### config.mk
export PLATFORM = sky130hd
export DESIGN_NAME = ifetch_thread_select
export DESIGN_NICKNAME = d
export VERILOG_FILES = /design/src/rtl/ifetch_thread_select_pkg.sv /design/src/rtl/ifetch_thread_select_arb.sv /design/src/rtl/ifetch_thread_select.sv
export SDC_FILE = /design/constraint.sdc
export NUM_CORES = 1
export LEC_CHECK = 0
export ABC_AREA = 1
export CELL_PAD_IN_SITES_DETAIL_PLACEMENT = 1
export CELL_PAD_IN_SITES_GLOBAL_PLACEMENT = 1
export CORE_ASPECT_RATIO = 1.2
export CORE_UTILIZATION = 41
export DETAILED_ROUTE_END_ITERATION = 16
export GPL_TIMING_DRIVEN = 0
export PLACE_DENSITY = 0.86
export SLEW_MARGIN = 10
export SYNTH_ARGS = -nofsm -noshare
export SYNTH_HDL_FRONTEND = slang
export SYNTH_SLANG_ARGS = --single-unit
### constraint.sdc
create_clock -name clk -period 3.27 [get_ports clk]
set_input_delay 0.654 -clock clk [delete_from_list [all_inputs] [get_ports clk]]
set_output_delay 0.654 -clock clk [all_outputs]
set_load 0.1 [all_outputs]
### src/rtl/ifetch_thread_select_pkg.sv
// rtl/ifetch_thread_select_pkg.sv - shared types and constants for the ifetch thread select stage
//
// Purpose: thread index/bitmap types, the PC scalar type and the instruction
// size used to step a thread's fetch PC.
// Ports: none (package).

package ifetch_thread_select_pkg;

  localparam int THREADS_PER_CORE = 4;
  localparam int THREAD_IDX_WIDTH = $clog2(THREADS_PER_CORE);

  typedef logic [THREAD_IDX_WIDTH-1:0] local_thread_idx_t;
  typedef logic [THREADS_PER_CORE-1:0] local_thread_bitmap_t;
  typedef logic [31:0]                 scalar_t;

  localparam scalar_t INSTRUCTION_SIZE = 32'd4;

endpackage

### src/rtl/ifetch_thread_select_arb.sv
// rtl/ifetch_thread_select_arb.sv - round-robin arbiter and one-hot to index encoder
//
// Purpose: rr_arbiter grants one requester per cycle, starting its search at
// the priority pointer; the pointer moves to the requester after the winner.
// oh_to_idx converts a one-hot (or zero) vector to a binary index.
// rr_arbiter ports:
//   clk, reset     - clock, synchronous active-high reset (pointer -> 0)
//   request        - per-requester request vector
//   update_lru     - allow the pointer to advance when a grant is made
//   grant_oh       - combinational one-hot grant (zero when no request)
// oh_to_idx ports:
//   one_hot        - one-hot or zero input vector
//   index          - binary index of the set bit (0 when input is zero)

module rr_arbiter #(
  parameter int NUM_REQUESTERS = 4
) (
  input  logic                      clk,
  input  logic                      reset,
  input  logic [NUM_REQUESTERS-1:0] request,
  input  logic                      update_lru,
  output logic [NUM_REQUESTERS-1:0] grant_oh
);

  localparam int IDX_W = $clog2(NUM_REQUESTERS);

  logic [IDX_W-1:0] ptr_q;
  logic [IDX_W-1:0] ptr_d;
  logic [IDX_W-1:0] cand;
  logic [IDX_W-1:0] grant_idx;
  logic             found;

  // Search from the pointer upward; index arithmetic wraps because the
  // requester count is a power of two.
  always_comb begin
    grant_oh  = '0;
    grant_idx = '0;
    found     = 1'b0;
    cand      = '0;
    for (int i = 0; i < NUM_REQUESTERS; i++) begin
      cand = ptr_q + IDX_W'(i);
      if (!found && request[cand]) begin
        grant_oh[cand] = 1'b1;
        grant_idx      = cand;
        found          = 1'b1;
      end
    end
  end

  always_comb begin
    ptr_d = ptr_q;
    if (found && update_lru) begin
      ptr_d = grant_idx + IDX_W'(1);
    end
  end

  always_ff @(posedge clk) begin
    if (reset) begin
      ptr_q <= '0;
    end else begin
      ptr_q <= ptr_d;
    end
  end

endmodule

module oh_to_idx #(
  parameter int NUM_SIGNALS = 4
) (
  input  logic [NUM_SIGNALS-1:0]         one_hot,
  output logic [$clog2(NUM_SIGNALS)-1:0] index
);

  localparam int IDX_W = $clog2(NUM_SIGNALS);

  always_comb begin
    index = '0;
    for (int i = 0; i < NUM_SIGNALS; i++) begin
      if (one_hot[i]) begin
        index = index | IDX_W'(i);
      end
    end
  end

endmodule

### src/rtl/ifetch_thread_select.sv
// rtl/ifetch_thread_select.sv - per-thread fetch PC tracking and round-robin fetch selection
//
// Purpose: holds one fetch PC per hardware thread, picks one eligible thread
// per cycle and registers its PC toward the ifetch tag lookup. Applies
// writeback rollbacks and parks threads on icache misses until the L2 wake.
// Ports:
//   clk, reset                  - clock, synchronous active-high reset
//   ts_fetch_en                 - per-thread fetch permission from thread select
//   wb_rollback_en/_thread_idx/_pc - redirect a thread to a new PC
//   ifd_cache_miss/_thread_idx/_pc - icache miss on last cycle's fetch; refetch PC
//   l2i_icache_wake_bitmap      - threads whose missing line has been filled
//   ift_fetch_valid             - registered: a fetch was issued
//   ift_thread_idx              - registered: fetched thread (holds when idle)
//   ift_pc                      - registered: fetch address (holds when idle)
//   ift_blocked_bitmap          - registered: threads suspended on a miss

module ifetch_thread_select
  import ifetch_thread_select_pkg::*;
#(
  parameter int      NUM_THREADS = THREADS_PER_CORE,
  parameter scalar_t RESET_PC    = 32'h0
) (
  input  logic                           clk,
  input  logic                           reset,
  input  logic [NUM_THREADS-1:0]         ts_fetch_en,
  input  logic                           wb_rollback_en,
  input  logic [$clog2(NUM_THREADS)-1:0] wb_rollback_thread_idx,
  input  scalar_t                        wb_rollback_pc,
  input  logic                           ifd_cache_miss,
  input  logic [$clog2(NUM_THREADS)-1:0] ifd_cache_miss_thread_idx,
  input  scalar_t                        ifd_cache_miss_pc,
  input  logic [NUM_THREADS-1:0]         l2i_icache_wake_bitmap,
  output logic                           ift_fetch_valid,
  output logic [$clog2(NUM_THREADS)-1:0] ift_thread_idx,
  output scalar_t                        ift_pc,
  output logic [NUM_THREADS-1:0]         ift_blocked_bitmap
);

  localparam int IDX_W = $clog2(NUM_THREADS);

  logic [NUM_THREADS-1:0] rollback_oh;
  logic [NUM_THREADS-1:0] miss_oh;
  logic [NUM_THREADS-1:0] request;
  logic [NUM_THREADS-1:0] grant_oh;
  logic [IDX_W-1:0]       grant_idx;
  logic                   grant_any;

  logic [NUM_THREADS-1:0] blocked_q;
  logic [NUM_THREADS-1:0] blocked_d;
  scalar_t                next_pc_q [NUM_THREADS];
  scalar_t                next_pc_d [NUM_THREADS];

  logic                   fetch_valid_q;
  logic [IDX_W-1:0]       thread_idx_q;
  scalar_t                pc_q;

  always_comb begin
    rollback_oh = '0;
    miss_oh     = '0;
    for (int t = 0; t < NUM_THREADS; t++) begin
      rollback_oh[t] = wb_rollback_en && (wb_rollback_thread_idx == IDX_W'(t));
      miss_oh[t]     = ifd_cache_miss && (ifd_cache_miss_thread_idx == IDX_W'(t));
    end
  end

  // A thread being redirected or reporting a miss has a stale next_pc this
  // cycle, so it sits out arbitration until the new PC is in place.
  assign request   = ts_fetch_en & ~blocked_q & ~rollback_oh & ~miss_oh;
  assign grant_any = |grant_oh;

  rr_arbiter #(
    .NUM_REQUESTERS(NUM_THREADS)
  ) u_rr_arbiter (
    .clk       (clk),
    .reset     (reset),
    .request   (request),
    .update_lru(1'b1),
    .grant_oh  (grant_oh)
  );

  oh_to_idx #(
    .NUM_SIGNALS(NUM_THREADS)
  ) u_oh_to_idx (
    .one_hot(grant_oh),
    .index  (grant_idx)
  );

  // Rollback beats miss beats sequential advance.
  always_comb begin
    for (int t = 0; t < NUM_THREADS; t++) begin
      next_pc_d[t] = next_pc_q[t];
      if (rollback_oh[t]) begin
        next_pc_d[t] = wb_rollback_pc;
      end else if (miss_oh[t]) begin
        next_pc_d[t] = ifd_cache_miss_pc;
      end else if (grant_oh[t]) begin
        next_pc_d[t] = next_pc_q[t] + INSTRUCTION_SIZE;
      end
    end
  end

  // A wake in the same cycle as the miss means the line is already filled,
  // so the wake mask is applied after the new miss bit is merged in.
  assign blocked_d = (blocked_q | miss_oh) & ~l2i_icache_wake_bitmap;

  always_ff @(posedge clk) begin
    if (reset) begin
      for (int t = 0; t < NUM_THREADS; t++) begin
        next_pc_q[t] <= RESET_PC;
      end
      blocked_q     <= '0;
      fetch_valid_q <= 1'b0;
      thread_idx_q  <= '0;
      pc_q          <= '0;
    end else begin
      for (int t = 0; t < NUM_THREADS; t++) begin
        next_pc_q[t] <= next_pc_d[t];
      end
      blocked_q     <= blocked_d;
      fetch_valid_q <= grant_any;
      if (grant_any) begin
        thread_idx_q <= grant_idx;
        pc_q         <= next_pc_q[grant_idx];
      end
    end
  end

  assign ift_fetch_valid    = fetch_valid_q;
  assign ift_thread_idx     = thread_idx_q;
  assign ift_pc             = pc_q;
  assign ift_blocked_bitmap = blocked_q;

  a_miss_on_blocked : assert property (@(posedge clk) disable iff (reset)
    !(ifd_cache_miss && blocked_q[ifd_cache_miss_thread_idx]))
    else $error("icache miss reported on a thread that is already blocked");

  a_spurious_wake : assert property (@(posedge clk) disable iff (reset)
    ((l2i_icache_wake_bitmap & ~(blocked_q | miss_oh)) == '0))
    else $error("wake for a thread that is neither blocked nor missing");

  a_grant_onehot : assert property (@(posedge clk) disable iff (reset)
    $onehot0(grant_oh))
    else $error("fetch grant is not one-hot");

endmodule

Yosys cells after proc, flatten, opt, wreduce, memory -nomap -nowiden
Memories as Yosys holds them, arrays and structs flattened. A register that Yosys moved wholly into a read port is not among the register bits.
Index checks and enable logic that the tools add are counted.
W data, S select, Z words.

cells by class
  $add $sub $neg = 8
  $lt $le $gt $ge = 8
  equality and inequality tests = 6
  mux-type cells = 50
  bitwise logic cells = 16
  reductions and logical operators = 21

operator list
  kind                     number
  $mux W32                 16
  $add A32 B3 Y32 const B  4
  $and A4 B4 Y4            4
  $mux W1                  16
  $mux W4                  4
  $not A4 Y4               4
  $or A4 B4 Y4             4
  $logic_and A1 B1 Y1      15
  $lt A2 B3 Y1 const B     4
  $mux W2                  6
  $bmux W1 S2              4
  $demux W1 S2             4
  $eq A2 B2 Y1 const B     4
  $ge A2 B1 Y1 const B     4
  $add A2 B1 Y2 const B    2
  $add A2 B2 Y2 const B    2
  $eq A2 B1 Y1 const B     2
  $logic_not A2 Y1         2
  $or A1 B1 Y1             4
  $reduce_or A4 Y1         1
  $logic_not A1 Y1         3

storage, ports and cells
  register bits after elaboration = 9
  memory bits (writable) = 128
  input bits = 80
  output and inout port bits = 39
  word-level logic and storage cells = 114
  memories = 1

memories
  name       words  bits a word  rd ports  clocked after memory_dff  wr ports  line                        source
  next_pc_q  4      32           5         1                         4         ifetch_thread_select.sv:50  scalar_t next_pc_q [NUM_THREADS];

Logic depth before layout (Yosys ltp)
  depth after elaboration = 21
  mapped depth = 19
  gate-level depth less buffers = 18

Modules after synthesis
From an unflattened synthesis, not the netlist that was laid out.

unflattened totals
  cells, all modules = 2,351
  area, all modules = 13,424.1 um^2

by module, submodules not included
  module                instances  cells each  area an instance (um^2)  sequential area each (um^2)
  ifetch_thread_select  1          2,246       12,786.0                 3,343.2
  rr_arbiter            1          100         619.3                    40.0
  oh_to_idx             1          5           18.8                     0.0

Worst setup path before layout
OpenSTA, ideal clock, no wires.

  path kind = reg2reg
  start = register blocked_q[1] (netlist: ift_blocked_bitmap[1])
  end = register pc_q[0] (netlist: ift_pc[0]), read port of next_pc_q
  library setup time = 0.118 ns
  data arrival time = 2.580 ns
  data required time = 3.152 ns
  slack = 0.572 ns
  stages on the path, launching flop included = 16
  path buffers = 2
  clock period less this slack = 2.698 ns
  path through = dfxtp_1 -> nor2_1 -> nand3_1 -> nand2_1 -> nand3_1 -> nand2_2 -> nand3_1 -> nand2_1 -> clkinv_1 -> nand3_2 -> nor2_2 -> nand2_1 -> buf_4 -> buf_2 -> o21ai_1 -> nor2_1

on the way
  cells in the longest elaborated chain, start to end = 19
  elaborated cells on any way between the ends = 32
  classes of those cells = 18 x mux; 7 x bitwise; 7 x reduce/logical

ends and longest elaborated chain
  item                            line                            source
  start: declaration              ifetch_thread_select.sv:48      logic [NUM_THREADS-1:0] blocked_q;
  start signal: assignment        ifetch_thread_select.sv:119     blocked_q <= blocked_d;
  $not A4 Y4 (*)                  ifetch_thread_select.sv:68      assign request = ts_fetch_en & ~blocked_q & ~rollback_oh & ~miss_oh;
  $and A4 B4 Y4 (*) (3 in a row)  ifetch_thread_select.sv:68
  $bmux W1 S2                     ifetch_thread_select_arb.sv:42  if (!found && request[cand]) begin
  $mux W1 (not written as such)   ifetch_thread_select_arb.sv:42
  $mux W1                         ifetch_thread_select_arb.sv:42
  $logic_not A1 Y1                ifetch_thread_select_arb.sv:42
  $logic_and A1 B1 Y1             ifetch_thread_select_arb.sv:42
  $mux W1                         ifetch_thread_select_arb.sv:42
  $logic_not A1 Y1                ifetch_thread_select_arb.sv:42
  $logic_and A1 B1 Y1             ifetch_thread_select_arb.sv:42
  $mux W1                         ifetch_thread_select_arb.sv:42
  $logic_not A1 Y1                ifetch_thread_select_arb.sv:42
  $logic_and A1 B1 Y1             ifetch_thread_select_arb.sv:42
  $mux W4 (*)                     ifetch_thread_select_arb.sv:42
  $mux W1                         ifetch_thread_select_arb.sv:79  if (one_hot[i]) begin
  $mux W2 (2 in a row)            ifetch_thread_select_arb.sv:79
  end: declaration                ifetch_thread_select.sv:55      scalar_t pc_q;

Every way passes the cells marked *; elsewhere a longest branch is shown, timed or not. The select of a mux whose other input is x is not followed.
A chain may end at the register's enable or synchronous reset.

Worst setup path after layout
  start = input ifd_cache_miss_thread_idx[0]
  end = register pc_q[13] (netlist: ift_pc[13]), read port of next_pc_q

on the way
  cells in the longest elaborated chain, start to end = 19
  elaborated cells on any way between the ends = 38
  classes of those cells = 3 x eq/ne; 18 x mux; 5 x bitwise; 12 x reduce/logical

ends and longest elaborated chain
  item                                        line                            source
  start: declaration                          ifetch_thread_select.sv:30      input logic [$clog2(NUM_THREADS)-1:0] ifd_cache_miss_thread_idx,
  $eq A2 B1 Y1, or another cell as far along  ifetch_thread_select.sv:62      miss_oh[t] = ifd_cache_miss && (ifd_cache_miss_thread_idx == IDX_W'(t));
  $logic_and A1 B1 Y1                         ifetch_thread_select.sv:62
  $not A4 Y4 (*)                              ifetch_thread_select.sv:68
  $and A4 B4 Y4 (*)                           ifetch_thread_select.sv:68
  $bmux W1 S2                                 ifetch_thread_select_arb.sv:42
  $mux W1 (not written as such)               ifetch_thread_select_arb.sv:42
  $mux W1                                     ifetch_thread_select_arb.sv:42
  $logic_not A1 Y1                            ifetch_thread_select_arb.sv:42
  [... 2 more ...]                            n/a
  $logic_not A1 Y1                            ifetch_thread_select_arb.sv:42
  $logic_and A1 B1 Y1                         ifetch_thread_select_arb.sv:42
  $mux W1                                     ifetch_thread_select_arb.sv:42
  $logic_not A1 Y1                            ifetch_thread_select_arb.sv:42
  $logic_and A1 B1 Y1                         ifetch_thread_select_arb.sv:42
  $mux W4 (*)                                 ifetch_thread_select_arb.sv:42
  $mux W1                                     ifetch_thread_select_arb.sv:79
  $mux W2 (2 in a row)                        ifetch_thread_select_arb.sv:79

Marks and branches as above.

==> out/results.ini <==
[status]
outcome=finished clean

[grt]
grt_max_degree=17
grt_pass1_vias=16062
grt_antenna_before_repair=1
grt_use_total=0.412
grt.overflow.total=0
grt_pass1_wl_microns=96100

[finish]
finalNonFillerCells=2710
areaGrowthSynthToFinish_pct=20.6
most-common-layout-cells=475 x nand2_1, 282 x nor2_1, 274 x o21ai_0, 191 x inv_1, 167 x dfxtp_1
drive_above_1_share=0.0670
layout_commonest_cell=nand2_1
antennaDiodeCount=0
nets=2391

[power]
p_clk_frac=0.117
power.leakage_nw=6.19
peakVddDrop_uv=754
seqPwrFrac=0.211
p_int_mw=7.89
p_sw_mw=10.8
p_sw_frac=0.578
power_density_nw_per_um2=1230
power_frac_comb=0.672

[clock_network]
insertion_delay_ns=0.46
clkSinkCount=169
cts_tree=yes
cts_max_level=4
cts.clk_slew.worst_paths_ns=0.07
numCtsBuffers=17
hold_buffers=0
clockBufferDepth=2
root_buffer=clkbuf_16

[worst_setup_path]
critPathCaptureType=flop
rr_worst_depth=17
worstSetupPathType=input port to flop
startpoint_type=input port
regToRegSetupSlack_ns=0.16
path_max_fanout=10
r2r_end=ift_pc[13]$_SDFFE_PP0P_
critPathArrivalTime_ns=3.52
cp_data_required_time_ns=3.61
r2r_start=u_rr_arbiter.ptr_q[0]$_SDFFE_PP0P_

[die]
die-area_sq_um=31500
num_rows=70
fp.dieH_microns=194
die_x_microns=162
ios=119
start_util=0.416
core_sq_um=30400

[placed_design]
dp.cells=2672
dp_hpwl_microns=51500
globalplace.congestion=1.04
io_buffers=118

[drt]
wl_per_cell_microns=24.1
route.vias.total=16348
avgViaCountPerCell=6.03
dr.first_iter.drc_count=1583
ant_nets=0
dr.pass1.iters=6
drc=0
drt_wl_total_microns=65200

[min_path]
hold_depth=2
hold_path.class=flop to flop
min_to=ift_thread_idx[1]$_SDFFE_PP0P_
hold_start=ift_thread_idx[1]$_SDFFE_PP0P_

[sta]
worst_pin_slew_ns=1.02
tns_ns=0
min_period_ns=3.18
slew-limit-headroom=0.321
final-hold-violation-count=0
fin_crit_sh=0.971
fmax_mhz=315
clock_skew_ns=0.0120
setup_viol=0
slew_violations=0

[synthesis]
avgSynthCellArea_sq_um=5.86
synth_top_flop_cell=dfxtp_1
synth_edf_count=0
synth_warnings=0
async_flop_share=0
synth_area_sq_um=12600
ys_ff_latch=169
synthCells=2158
yosysSeqAreaShare=0.268
synth_cell_types=40
syn-num-nets=2247

[flow_run]
cap_violations=0

how the worst max path moves through the flow:
stage	from	to	slack (ns)	cells past startpoint
2_1_floorplan	ift_blocked_bitmap[1]$_SDFF_PP0_	ift_pc[0]$_SDFFE_PP0P_	0.57	15
3_3_place_gp	wb_rollback_en	ift_pc[20]$_SDFFE_PP0P_	-0.86	17
3_5_place_dp	wb_rollback_en	ift_pc[22]$_SDFFE_PP0P_	-0.91	17
4_1_cts	wb_rollback_thread_idx[0]	ift_pc[10]$_SDFFE_PP0P_	0.01	18
5_1_grt	ifd_cache_miss_thread_idx[0]	next_pc_q[0][7]$_SDFFE_PP0P_	-0.05	15
6_report	ifd_cache_miss_thread_idx[0]	ift_pc[13]$_SDFFE_PP0P_	0.09	19
worst max-delay path: stages:
cell             delay [ns]
clkdlybuf4s50_1        0.47
inv_1                  0.15
nand3_2                0.12
nand3_1                0.13
nand2_1                0.10
nand3_2                0.10
nand2_4                0.12
nor2_4                 0.20
nand3_2                0.12
nor2_1                 0.15
nor2_2                 0.08
inv_2                  0.16
nor2_2                 0.07
nand2_2                0.15
buf_12                 0.18
buf_4                  0.18
nand2_1                0.11
nor2_1                 0.20
nor2_1                 0.06
stage by stage:
stage	hold slack [ns]	worst slack, ns	utilization	total power, mW	instance area (sq um)
floorplan	0.456	0.572	-	11.3	12600
global placement	0.452	-0.856	0.471	15.0	14300
detailed placement	0.468	-0.907	0.471	15.4	14300
CTS	0.484	0.0128	0.494	17.8	15000
global route	0.505	-0.0466	0.502	19.9	15200
finish	0.484	0.0934	0.502	18.7	15200
registers in the layout, indices dropped and copies added (netlist names):
| register | count |
|---|---|
| u_rr_arbiter.ptr_q | 2 |
| next_pc_q | 128 |
| ift_thread_idx | 2 |
| ift_fetch_valid | 1 |
| ift_blocked_bitmap | 4 |
| ift_pc | 32 |
cells in the mapped netlist, drive strengths merged, types with 3 or more instances:
library cell / instances / area [sq um]
a21oi: 147 / 736
a22oi: 12 / 90.1
a311oi: 3 / 26.3
a31oi: 17 / 106
buf: 43 / 216
clkbuf: 88 / 330
clkinv: 4 / 15.0
dfxtp: 169 / 3380
ha: 9 / 113
inv: 199 / 747
nand2: 487 / 1850
nand3: 143 / 746
nand3b: 3 / 22.5
nand4: 32 / 200
nor2: 305 / 1170
nor3: 38 / 195
nor4: 18 / 113
o211ai: 24 / 180
o21ai: 316 / 1580
o221ai: 13 / 114
or2: 19 / 119
xnor2: 14 / 123
xor2: 45 / 394
layout make-up:
type / count / area, sq um
Fill cell: 4291 / 15100
Multi-Input combinational cell: 1655 / 8100
Sequential cell: 169 / 3390
Timing Repair Buffer: 125 / 1280
Inverter: 203 / 762
Buffer: 131 / 627
Tap cell: 396 / 495
Clock buffer: 22 / 474
Clock inverter: 9 / 118
cells by family after synthesis:
| kind of cell | count (synthesis) | share of synthesized area |
|---|---|---|
| simple gates | 1046 | 0.350 |
| fa+ha+maj | 9 | 0.00891 |
| xor+xnor | 59 | 0.0409 |
| buf+inv | 334 | 0.104 |
| compound gates | 541 | 0.229 |
| flops | 169 | 0.268 |
power groups by stage:
stage / Clock, mW / Sequential (mW) / Combinational (mW)
6_report: 2.18 / 3.96 / 12.6
3_3_place_gp: 0 / 3.91 / 11.1
3_5_place_dp: 0 / 3.94 / 11.4
4_1_cts: 2.18 / 3.91 / 11.8
5_1_grt: 2.26 / 4.05 / 13.6
2_1_floorplan: 0 / 4.68 / 6.65
repair_timing:
| item | CTS | global route |
|---|---|---|
| buffers inserted | 2 | 5 |
| hold endpoints to repair | 0 | 0 |
| gates cloned | 0 | 0 |
| endpoints found under the setup margin | 49 | 126 |
| resized for setup | 22 | 68 |
| pin swaps | 2 | 3 |
per-layer routing:
layer	share of wire	routed length [microns]	up-vias	track usage
met4	0.085	5560	0	0.311
met5	0	0	-	0
met3	0.065	4260	243	0.0591
met1	0.40	26000	7865	0.498
li1	-	-	7427	-
met2	0.45	29400	813	0.657
No activity file was read; power rests on OpenSTA's default activity.
